File: config.mk
export PLATFORM = sky130hd
export DESIGN_NAME = pong_game_ctrl_flat
export DESIGN_NICKNAME = d
export VERILOG_FILES = /design/src/rtl/pong_game_ctrl_pkg.sv /design/src/rtl/pong_game_ctrl_if.sv /design/src/rtl/pong_bcd_cnt.sv /design/src/rtl/pong_game_ctrl.sv /design/src/flat_wrapper.sv
export SDC_FILE = /design/constraint.sdc
export NUM_CORES = 1
export LEC_CHECK = 0
export CAP_MARGIN = 15
export CORE_ASPECT_RATIO = 0.75
export CORE_UTILIZATION = 45
export CTS_BUF_LIST = sky130_fd_sc_hd__clkbuf_8
export CTS_CLUSTER_DIAMETER = 200
export DETAILED_ROUTE_END_ITERATION = 10
export PLACE_DENSITY = 0.76
export SYNTH_ARGS = -nofsm -noshare
export SYNTH_HDL_FRONTEND = slang
export SYNTH_HIERARCHICAL = 1
export SYNTH_SLANG_ARGS = --single-unit
File: constraint.sdc
create_clock -name clk -period 1.9 [get_ports clk]
set_input_delay 0.38 -clock clk [delete_from_list [all_inputs] [get_ports clk]]
set_output_delay 0.38 -clock clk [all_outputs]
set_load 0.03 [all_outputs]
File: src/rtl/pong_game_ctrl_pkg.sv
// ============================================================
// pong_pkg : shared state encoding, side constants and BCD helpers
// Rev 1.0
// ============================================================
`default_nettype none

package pong_pkg;

  typedef enum logic [1:0] {
    ST_NEWGAME = 2'd0,
    ST_PLAY    = 2'd1,
    ST_NEWBALL = 2'd2,
    ST_OVER    = 2'd3
  } state_e;

  localparam logic SIDE_L = 1'b0;
  localparam logic SIDE_R = 1'b1;

  localparam int DEF_WIN_SCORE    = 7;
  localparam int DEF_TIMER_FRAMES = 120;
  localparam int DEF_REFRESH_Y    = 481;

  // Two-digit BCD increment; 99 wraps to 00.
  function automatic logic [7:0] bcd_inc(input logic [7:0] v);
    logic [7:0] r;
    r = v;
    if (v[3:0] >= 4'd9) begin
      r[3:0] = 4'd0;
      r[7:4] = (v[7:4] >= 4'd9) ? 4'd0 : v[7:4] + 4'd1;
    end else begin
      r[3:0] = v[3:0] + 4'd1;
    end
    return r;
  endfunction

  function automatic logic [7:0] to_bcd(input int v);
    int t;
    int o;
    t = (v / 10) % 10;
    o = v % 10;
    return {4'(t), 4'(o)};
  endfunction

endpackage

`default_nettype wire

File: src/rtl/pong_game_ctrl_if.sv
// ============================================================
// pong_game_ctrl_if : button/graphics inputs and score/status outputs
// Rev 1.0
// ============================================================
`default_nettype none

interface pong_game_ctrl_if;
  logic [3:0] btn;
  logic [9:0] x;
  logic [9:0] y;
  logic [1:0] hit;
  logic       miss;
  logic       gra_still;
  logic       game_over;
  logic       winner;
  logic [7:0] score_l;
  logic [7:0] score_r;
  logic [1:0] state_o;
  logic [7:0] rally_cnt;

  modport master (
    output btn, x, y, hit, miss,
    input  gra_still, game_over, winner, score_l, score_r, state_o, rally_cnt
  );

  modport slave (
    input  btn, x, y, hit, miss,
    output gra_still, game_over, winner, score_l, score_r, state_o, rally_cnt
  );
endinterface

`default_nettype wire

File: src/rtl/pong_bcd_cnt.sv
// ============================================================
// pong_bcd_cnt : two-digit BCD counter, sync clear and increment
// Rev 1.0
// ============================================================
`default_nettype none

module pong_bcd_cnt
  import pong_pkg::*;
(
  input  logic       clk,
  input  logic       reset,
  input  logic       clr_i,
  input  logic       inc_i,
  output logic [7:0] cnt_o
);

  logic [7:0] cnt_q;
  logic [7:0] cnt_d;

  always_comb begin
    cnt_d = cnt_q;
    if (clr_i) begin
      cnt_d = 8'h00;
    end else if (inc_i) begin
      cnt_d = bcd_inc(cnt_q);
    end
  end

  always_ff @(posedge clk or posedge reset) begin
    if (reset) begin
      cnt_q <= 8'h00;
    end else begin
      cnt_q <= cnt_d;
    end
  end

  assign cnt_o = cnt_q;

endmodule

`default_nettype wire

File: src/rtl/pong_game_ctrl.sv
// ============================================================
// pong_game_ctrl : Pong game sequencing and scoring (macro PONG_RALLY_CNT_EN)
// Rev 1.0
// ============================================================
`default_nettype none

module pong_game_ctrl
  import pong_pkg::*;
#(
  parameter int WIN_SCORE    = DEF_WIN_SCORE,
  parameter int TIMER_FRAMES = DEF_TIMER_FRAMES,
  parameter int REFRESH_Y    = DEF_REFRESH_Y
) (
  input  logic             clk,
  input  logic             reset,
  pong_game_ctrl_if.slave  bus
);

  localparam int         TW         = (TIMER_FRAMES < 1) ? 1 : $clog2(TIMER_FRAMES + 1);
  localparam logic [TW-1:0] TIMER_LOAD = TW'(TIMER_FRAMES);
  localparam logic [9:0] REFRESH_Y_C = 10'(REFRESH_Y);
  localparam logic [7:0] WIN_BCD     = to_bcd(WIN_SCORE);

  state_e        state_q, state_d;
  logic [TW-1:0] timer_q, timer_d;
  logic [3:0]    btn_prev_q;
  logic [1:0]    hit_prev_q;
  logic          last_hitter_q, last_hitter_d;
  logic          hit_seen_q, hit_seen_d;
  logic          winner_q, winner_d;

  logic          refresh_tick;
  logic          any_start;
  logic [1:0]    hit_rise;
  logic          scorer;
  logic [7:0]    score_l, score_r;
  logic [7:0]    scorer_next;
  logic          win;
  logic          clr_scores, inc_l, inc_r, enter_play;

  assign refresh_tick = (bus.y == REFRESH_Y_C) && (bus.x == 10'd0);
  assign any_start    = |(bus.btn & ~btn_prev_q);
  assign hit_rise     = bus.hit & ~hit_prev_q;

  // A rally with no paddle contact means the left player missed the serve.
  assign scorer      = hit_seen_q ? last_hitter_q : SIDE_R;
  assign scorer_next = (scorer == SIDE_L) ? bcd_inc(score_l) : bcd_inc(score_r);
  assign win         = (scorer_next == WIN_BCD);

  always_comb begin
    state_d       = state_q;
    timer_d       = timer_q;
    winner_d      = winner_q;
    last_hitter_d = last_hitter_q;
    hit_seen_d    = hit_seen_q;
    clr_scores    = 1'b0;
    inc_l         = 1'b0;
    inc_r         = 1'b0;
    enter_play    = 1'b0;

    unique case (state_q)
      ST_NEWGAME: begin
        if (any_start) begin
          clr_scores = 1'b1;
          enter_play = 1'b1;
          state_d    = ST_PLAY;
        end
      end
      ST_PLAY: begin
        if (bus.miss) begin
          inc_l   = (scorer == SIDE_L);
          inc_r   = (scorer == SIDE_R);
          timer_d = TIMER_LOAD;
          if (win) begin
            winner_d = scorer;
            state_d  = ST_OVER;
          end else begin
            state_d  = ST_NEWBALL;
          end
        end else if (hit_rise[1]) begin
          last_hitter_d = SIDE_R;
          hit_seen_d    = 1'b1;
        end else if (hit_rise[0]) begin
          last_hitter_d = SIDE_L;
          hit_seen_d    = 1'b1;
        end
      end
      ST_NEWBALL: begin
        if (refresh_tick) begin
          if (timer_q == '0) begin
            enter_play = 1'b1;
            state_d    = ST_PLAY;
          end else begin
            timer_d = timer_q - 1'b1;
          end
        end
      end
      ST_OVER: begin
        if (refresh_tick) begin
          if (timer_q == '0) begin
            state_d = ST_NEWGAME;
          end else begin
            timer_d = timer_q - 1'b1;
          end
        end
      end
      default: state_d = ST_NEWGAME;
    endcase

    if (enter_play) begin
      last_hitter_d = SIDE_L;
      hit_seen_d    = 1'b0;
    end
  end

  always_ff @(posedge clk or posedge reset) begin
    if (reset) begin
      state_q       <= ST_NEWGAME;
      timer_q       <= '0;
      btn_prev_q    <= 4'hF;
      hit_prev_q    <= 2'b00;
      last_hitter_q <= SIDE_L;
      hit_seen_q    <= 1'b0;
      winner_q      <= 1'b0;
    end else begin
      state_q       <= state_d;
      timer_q       <= timer_d;
      btn_prev_q    <= bus.btn;
      hit_prev_q    <= bus.hit;
      last_hitter_q <= last_hitter_d;
      hit_seen_q    <= hit_seen_d;
      winner_q      <= winner_d;
    end
  end

  pong_bcd_cnt u_score_l (
    .clk   (clk),
    .reset (reset),
    .clr_i (clr_scores),
    .inc_i (inc_l),
    .cnt_o (score_l)
  );

  pong_bcd_cnt u_score_r (
    .clk   (clk),
    .reset (reset),
    .clr_i (clr_scores),
    .inc_i (inc_r),
    .cnt_o (score_r)
  );

`ifdef PONG_RALLY_CNT_EN
  logic [7:0] rally_q;

  // A hit coinciding with the miss is not part of the rally.
  always_ff @(posedge clk or posedge reset) begin
    if (reset) begin
      rally_q <= 8'h00;
    end else if (enter_play) begin
      rally_q <= 8'h00;
    end else if ((state_q == ST_PLAY) && !bus.miss && (|hit_rise) && (rally_q != 8'hFF)) begin
      rally_q <= rally_q + 8'h01;
    end
  end

  assign bus.rally_cnt = rally_q;
`else
  assign bus.rally_cnt = 8'h00;
`endif

  assign bus.gra_still = (state_q != ST_PLAY);
  assign bus.game_over = (state_q == ST_OVER);
  assign bus.winner    = winner_q;
  assign bus.score_l   = score_l;
  assign bus.score_r   = score_r;
  assign bus.state_o   = state_q;

endmodule

`default_nettype wire

File: src/flat_wrapper.sv
// flat-port wrapper written by rule: the top's interface ports become plain ports
module pong_game_ctrl_flat import pong_pkg::*;
#(
  parameter int WIN_SCORE    = DEF_WIN_SCORE,
  parameter int TIMER_FRAMES = DEF_TIMER_FRAMES,
  parameter int REFRESH_Y    = DEF_REFRESH_Y
)
  (clk, reset, bus_btn, bus_x, bus_y, bus_hit, bus_miss, bus_gra_still, bus_game_over, bus_winner, bus_score_l, bus_score_r, bus_state_o, bus_rally_cnt);
  pong_game_ctrl_if bus_i ();
  input  logic clk;
  input  logic reset;
  input wire logic [$bits(bus_i.btn)-1:0] bus_btn;
  input wire logic [$bits(bus_i.x)-1:0] bus_x;
  input wire logic [$bits(bus_i.y)-1:0] bus_y;
  input wire logic [$bits(bus_i.hit)-1:0] bus_hit;
  input wire logic [$bits(bus_i.miss)-1:0] bus_miss;
  output wire logic [$bits(bus_i.gra_still)-1:0] bus_gra_still;
  output wire logic [$bits(bus_i.game_over)-1:0] bus_game_over;
  output wire logic [$bits(bus_i.winner)-1:0] bus_winner;
  output wire logic [$bits(bus_i.score_l)-1:0] bus_score_l;
  output wire logic [$bits(bus_i.score_r)-1:0] bus_score_r;
  output wire logic [$bits(bus_i.state_o)-1:0] bus_state_o;
  output wire logic [$bits(bus_i.rally_cnt)-1:0] bus_rally_cnt;
  assign bus_i.btn = bus_btn;
  assign bus_i.x = bus_x;
  assign bus_i.y = bus_y;
  assign bus_i.hit = bus_hit;
  assign bus_i.miss = bus_miss;
  assign bus_gra_still = bus_i.gra_still;
  assign bus_game_over = bus_i.game_over;
  assign bus_winner = bus_i.winner;
  assign bus_score_l = bus_i.score_l;
  assign bus_score_r = bus_i.score_r;
  assign bus_state_o = bus_i.state_o;
  assign bus_rally_cnt = bus_i.rally_cnt;
  pong_game_ctrl #(.WIN_SCORE(WIN_SCORE), .TIMER_FRAMES(TIMER_FRAMES), .REFRESH_Y(REFRESH_Y)) u_core (.clk(clk), .reset(reset), .bus(bus_i));
endmodule
# Word level (Yosys, flattened, before mapping)

Index checks and enable logic that the tools add are counted.

Bits in registers: 34
Input port bits: 29
Output and inout port bits: 29
Logic and storage cells: 96

$add $sub $neg: 5
Magnitude comparators: 4
Equal/unequal tests: 15
Muxes and demuxes: 43
Bitwise operators: 5
Reduce and logical (&&, ||, !) cells: 15

Operators with widths:

| operator                                                           | number |
|---|---|
| 8-bit 2-to-1 mux                                                   | 5 |
| 4-bit 2-to-1 mux                                                   | 6 |
| 7-bit 2-to-1 mux                                                   | 3 |
| 1-bit 2-to-1 mux                                                   | 20 |
| 4-bit by 1-bit adder with 4-bit output, second input constant      | 4 |
| 4-bit >= comparator, second input constant                         | 4 |
| 2-bit by 1-bit != test with 1-bit output, second input constant    | 8 |
| 7-bit one-hot mux with 2 select lines                              | 1 |
| 2-bit 2-to-1 mux                                                   | 6 |
| 10-bit by 9-bit == test with 1-bit output, second input constant   | 1 |
| 10-bit zero test                                                   | 1 |
| 8-bit by 3-bit == test with 1-bit output, second input constant    | 1 |
| 2-bit one-hot mux with 4 select lines                              | 1 |
| 2-bit nonzero test                                                 | 4 |
| 7-bit zero test                                                    | 1 |
| 7-bit by 1-bit subtractor with 7-bit output, second input constant | 1 |
| 3-bit AND reduction                                                | 2 |
| 6-bit AND reduction                                                | 1 |
| 4-bit bitwise AND                                                  | 1 |
| 2-bit == test, second input constant                               | 2 |
| 2-bit != test, second input constant                               | 2 |
| 4-bit inverter                                                     | 1 |
| 4-bit AND reduction                                                | 1 |
| 4-bit OR reduction                                                 | 1 |
| 9 further kinds                                                    | 9 |

# Longest topological paths before layout

Depth in word-level cells: 8
Mapped depth: 8
Depth with buffers taken out: 7

# By module

The synthesis kept the hierarchy.

By module, submodules not included:

| module         | instances | cells each | area an instance (µm²) | sequential area each (µm²) |
|---|---|---|---|---|
| pong_game_ctrl | 1         | 118        | 1128.6                 | 455.4 |
| pong_bcd_cnt   | 2         | 53         | 543.0                  | 200.2 |

# Worst setup path before layout

No wires, ideal clock.

Path kind: flip-flop to flip-flop
Start point: register u_core.state_q[0] (netlist: u_core/bus.state_o[0])
End point: register u_core.u_score_r.cnt_q[3] (netlist: u_core/u_score_r/cnt_o[3])
Arrival time: 2117 ps
Required time: 1781 ps
Setup slack: -336 ps
Stages on the path, launching flop included: 9
Path buffers: 1
Cell sequence: dfrtp_1 nor2b_1 nand2_1 buf_6 nor2_1 nor2_2 or4_4 xnor2_1 and2_1

Cells in the longest elaborated chain, start to end: 3
Elaborated cells on any way between the ends: 6
Those cells by class: eq/ne: 1; mux: 3; reduce/logical: 2

Ends and longest elaborated chain:

| item                                     | line                  | text |
|---|---|---|
| from (decl)                              | pong_game_ctrl.sv:24  | `state_e state_q, state_d;` |
| from (signal assigned)                   | pong_game_ctrl.sv:126 | `state_q <= state_d;` |
| 2-bit by 1-bit == test with 1-bit output | pong_game_ctrl.sv:61  | `unique case (state_q)` |
| 1-bit 2-to-1 mux                         | pong_game_ctrl.sv:61  |  |
| named net u_core.inc_r                   | pong_game_ctrl.sv:39  | `logic clr_scores, inc_l, inc_r, enter_play;` |
| 2-bit nonzero test (no line)             | -                     |  |
| to (signal assigned)                     | pong_bcd_cnt.sv:33    | `cnt_q <= cnt_d;` |
| to (decl)                                | pong_bcd_cnt.sv:17    | `logic [7:0] cnt_q;` |

The timed path passes the listed nets, and every way through them passes these cells.
A chain may end at the register's enable or synchronous reset.

# Worst setup path in the final report

Start point: register u_core.timer_q[3]
End point: register u_core.last_hitter_q

Cells in the longest elaborated chain, start to end: 6
Elaborated cells on any way between the ends: 9
Those cells by class: eq/ne: 1; mux: 4; reduce/logical: 4

Ends and longest elaborated chain:

| item                                                                             | line                  | text |
|---|---|---|
| from (decl)                                                                      | pong_game_ctrl.sv:25  | `logic [TW-1:0] timer_q, timer_d;` |
| from (signal assigned)                                                           | pong_game_ctrl.sv:127 | `timer_q <= timer_d;` |
| 7-bit zero test (*)                                                              | pong_game_ctrl.sv:90  | `if (timer_q == '0) begin` |
| 1-bit 2-to-1 mux (*)                                                             | pong_game_ctrl.sv:90  |  |
| 1-bit 2-to-1 mux (*)                                                             | pong_game_ctrl.sv:89  | `if (refresh_tick) begin` |
| 1-bit one-hot mux with 2 select lines (*)                                        | pong_game_ctrl.sv:61  |  |
| 2-bit by 1-bit != test with 1-bit output (no line), or another cell as far along | -                     |  |
| 3-bit AND reduction (no line)                                                    | -                     |  |
| to (signal assigned)                                                             | pong_game_ctrl.sv:130 | `last_hitter_q <= last_hitter_d;` |
| to (decl)                                                                        | pong_game_ctrl.sv:28  | `logic last_hitter_q, last_hitter_d;` |

Mark *: on every way between the ends. The rest lies on a longest branch, timed or not.

==> flow_metrics.tcl <==
set metrics [dict create \
    status "complete, but fails checks" \
    violations "setup timing" \
    synth_seq_cells 34 \
    worstHoldPathCells 1 \
    antenna_found_initial 0 \
    dieArea_um2 5210 \
    crit_path_end_kind "flip-flop" \
    synth.distinct_cells 46 \
    post-place-ws_ns -0.523 \
    overflow 0 \
    antenna_left 0 \
    hpwl_mm 3.67 \
    yosysSeqAreaShare_pct 38.6 \
    cts_made_buffers 5 \
    firstDrtPassIters 4 \
    r2r_start "u_core/timer_q[3]$_DFFE_PP0P_" \
    power_uw 1380 \
    cts.sinks 34 \
    cp_top_family "simple AND/OR/NAND/NOR gates" \
    cp.buffers_inverters 0 \
    nFillCells 332 \
    nets 355 \
    yosysMostFrequentCell "dfrtp_1" \
    min_from "bus_btn[2]" \
    clkTransAtPathRegs_ns 0.07 \
    rr_worst_depth 5 \
    finalClockSkew_ns 0.00490 \
    hold_viol 0 \
    clk_path_buf_depth 2 \
    ir_drop_v 0.000442 \
    yosysWarnings 6 \
    fin_crit_sh_pct 104 \
    powerDensity_nw_per_um2 430 \
    drv_slew 0 \
    drive_gt1_share_pct 31.7 \
    die_height_um 62.8 \
    initial_core_util_pct 48.2 \
    grt_max_degree 19 \
    viasPerCell 5.28 \
    tritoncts "built" \
    vias 1933 \
    numPortBuffers 49 \
    io_pins 58 \
    clk_latency_ns 0.28 \
    synthTopCellsByCount "dfrtp_1, inv_1, ha_1" \
    root_buffer "clkbuf_8" \
    crit_chain "or4_4 -> nor3b_4 -> a31oi_2 -> or3_4 -> and2_4" \
    fin_crit_ns 1.97 \
    cp_max_fo 5 \
    syn_inst 224 \
    grt_pass1_vias 1768 \
    drt_wl_total_mm 5.31 \
    synthFlopType "dfrtp_1" \
    n_antenna_cell 0 \
    crit_start "u_core/timer_q[3]$_DFFE_PP0P_" \
    grt_usage_pct 20.6 \
    h-tree-depth 2 \
    maxCapViolCount 0 \
    coreArea_um2 4600 \
    required_ns 2.08 \
    placementRows 21 \
    fin_ws_ns -0.0713 \
    routedWlPerCell_um 14.5 \
    synth_area_leaders "dfrtp_1, ha_1, dfstp_2" \
    critPathKind "flip-flop to flip-flop" \
    slowest_stage "or4_4" \
    dieWidth_um 83.0 \
    p_leak_uw 0.00159 \
    hold_path_class "input port to flip-flop" \
    setup_viol 2 \
    yosysTopAreaCell "dfrtp_1" \
    grt_pass1_wl_mm 8.55 \
    hold_buffers 0 \
    max_stage_delay_ns 0.53 \
    cp.arrival_ns 2.15 \
    syn_area_um2 2210 \
    fmax_mhz 507 \
    synth_edf_count 0 \
    crit_path_start_kind "flip-flop" \
    syn_avg_cell_area_um2 9.89 \
    rsz0062_at_grt "true" \
    first_iter_violations 86 \
    async_reset_ff_share_pct 100 \
    synth.top_cell.area_share_pct 33.9 \
    worstSetupPathDepth 5 \
    globalplace.congestion 0.845 \
    drc_errors 0 \
    area_growth_pct 44.9 \
]
[cells in the final DEF, fill, tap and decap left out, types with 6 or more instances in the layout]
master / count
inv_1: 27
dfrtp_1: 27
buf_4: 26
clkdlybuf4s50_1: 24
ha_1: 18
nand2_1: 13
dlygate4sd2_1: 11
o21ai_1: 10
buf_6: 8
nand3_1: 8
conb_1: 8
nand2b_1: 7
clkbuf_8: 6
dlymetal6s2s_1: 6
or4_4: 6
o31ai_1: 6
[state kept, by name, summed over array words and instances, names as in the netlist]
name,cells
u_core/bus.winner,1
u_core/btn_prev_q,4
u_core/timer_q,7
u_core/hit_seen_q,1
u_core/bus.state_o,2
u_core/u_score_l/cnt_o,8
u_core/u_score_r/cnt_o,8
u_core/hit_prev_q,2
u_core/last_hitter_q,1
[metal layers]
| metal | vias to the layer above | track usage (%) | share of wire, % |
|---|---|---|---|
| li1 | 933 | - | - |
| met1 | 944 | 27.8 | 46 |
| met2 | 50 | 33.2 | 50 |
| met3 | 6 | 4.49 | 3.9 |
| met4 | 0 | 6.47 | 1.1 |
| met5 | - | 0 | 0 |
[worst reg2reg max path: stages (launching register included)]
cell and delay (ns):
dfrtp_1 0.45, or4_4 0.53, nor3b_4 0.21, a31oi_2 0.15
or3_4 0.40, and2_4 0.14
[through the flow]
step	utilization (%)	instances	setup TNS, ns	hold slack (ns)	area (um^2)
finish	69.8	366	-0.122	0.343	3210
global route	69.8	366	-0.339	0.333	3210
CTS	66.0	362	-0.151	0.334	3030
detailed placement	62.6	345	-9.33	0.461	2880
global placement	62.6	345	-8.58	0.461	2880
floorplan	-	231	-0.0298	0.196	2270
[worst paths after layout]
kind,to,slack (ns)
max reg2reg,u_core/last_hitter_q$_DFFE_PP0P_,-0.07
min reg2reg,u_core/timer_q[0]$_DFFE_PP0P_,0.48
max,u_core/last_hitter_q$_DFFE_PP0P_,-0.07
max in group asynchronous,u_core/btn_prev_q[0]$_DFF_PP1_,1.15
min,u_core/btn_prev_q[2]$_DFF_PP1_,0.34
min in group asynchronous,u_core/u_score_r/cnt_o[3]$_DFFE_PP0P_,0.43
[timing repair]
item                       in CTS  in global routing
setup endpoints to repair      21                 18
gates resized for setup        45                 32
setup buffers                   9                  5
pin swaps                      16                 17
[area by class of cell]
cell class                 count  area [um^2]  share of cell area, %
timing repair buffer          82          752                   23.4
clock inverter                 2         8.76                  0.273
sequential                    34          860                   26.8
inverter                      28          105                   3.27
tap                           57         71.3                   2.22
multi-input combinational    157         1330                   41.4
clock buffer                   6         82.6                   2.57
[power by group]
part | switching (uW) | leakage (uW) | internal [uW]
sequential | 3.18 | 0.000417 | 734
combinational | 56.1 | 0.00113 | 52.5
clock | 247 | 0.0000524 | 287
total | 307 | 0.00159 | 1070
[cells by family (layout without fill, tap and decap cells)]
logic type | Yosys count | in the layout | synth area share, %
xor+xnor | 4 | 4 | 1.58
flops | 34 | 34 | 38.6
compound gates | 46 | 46 | 15.9
other cells | 1 | 8 | 0.169
simple gates | 81 | 81 | 24.0
buf+inv | 40 | 118 | 9.49
fa+ha+maj | 18 | 18 | 10.2
Power figures use the tool's default switching activity.
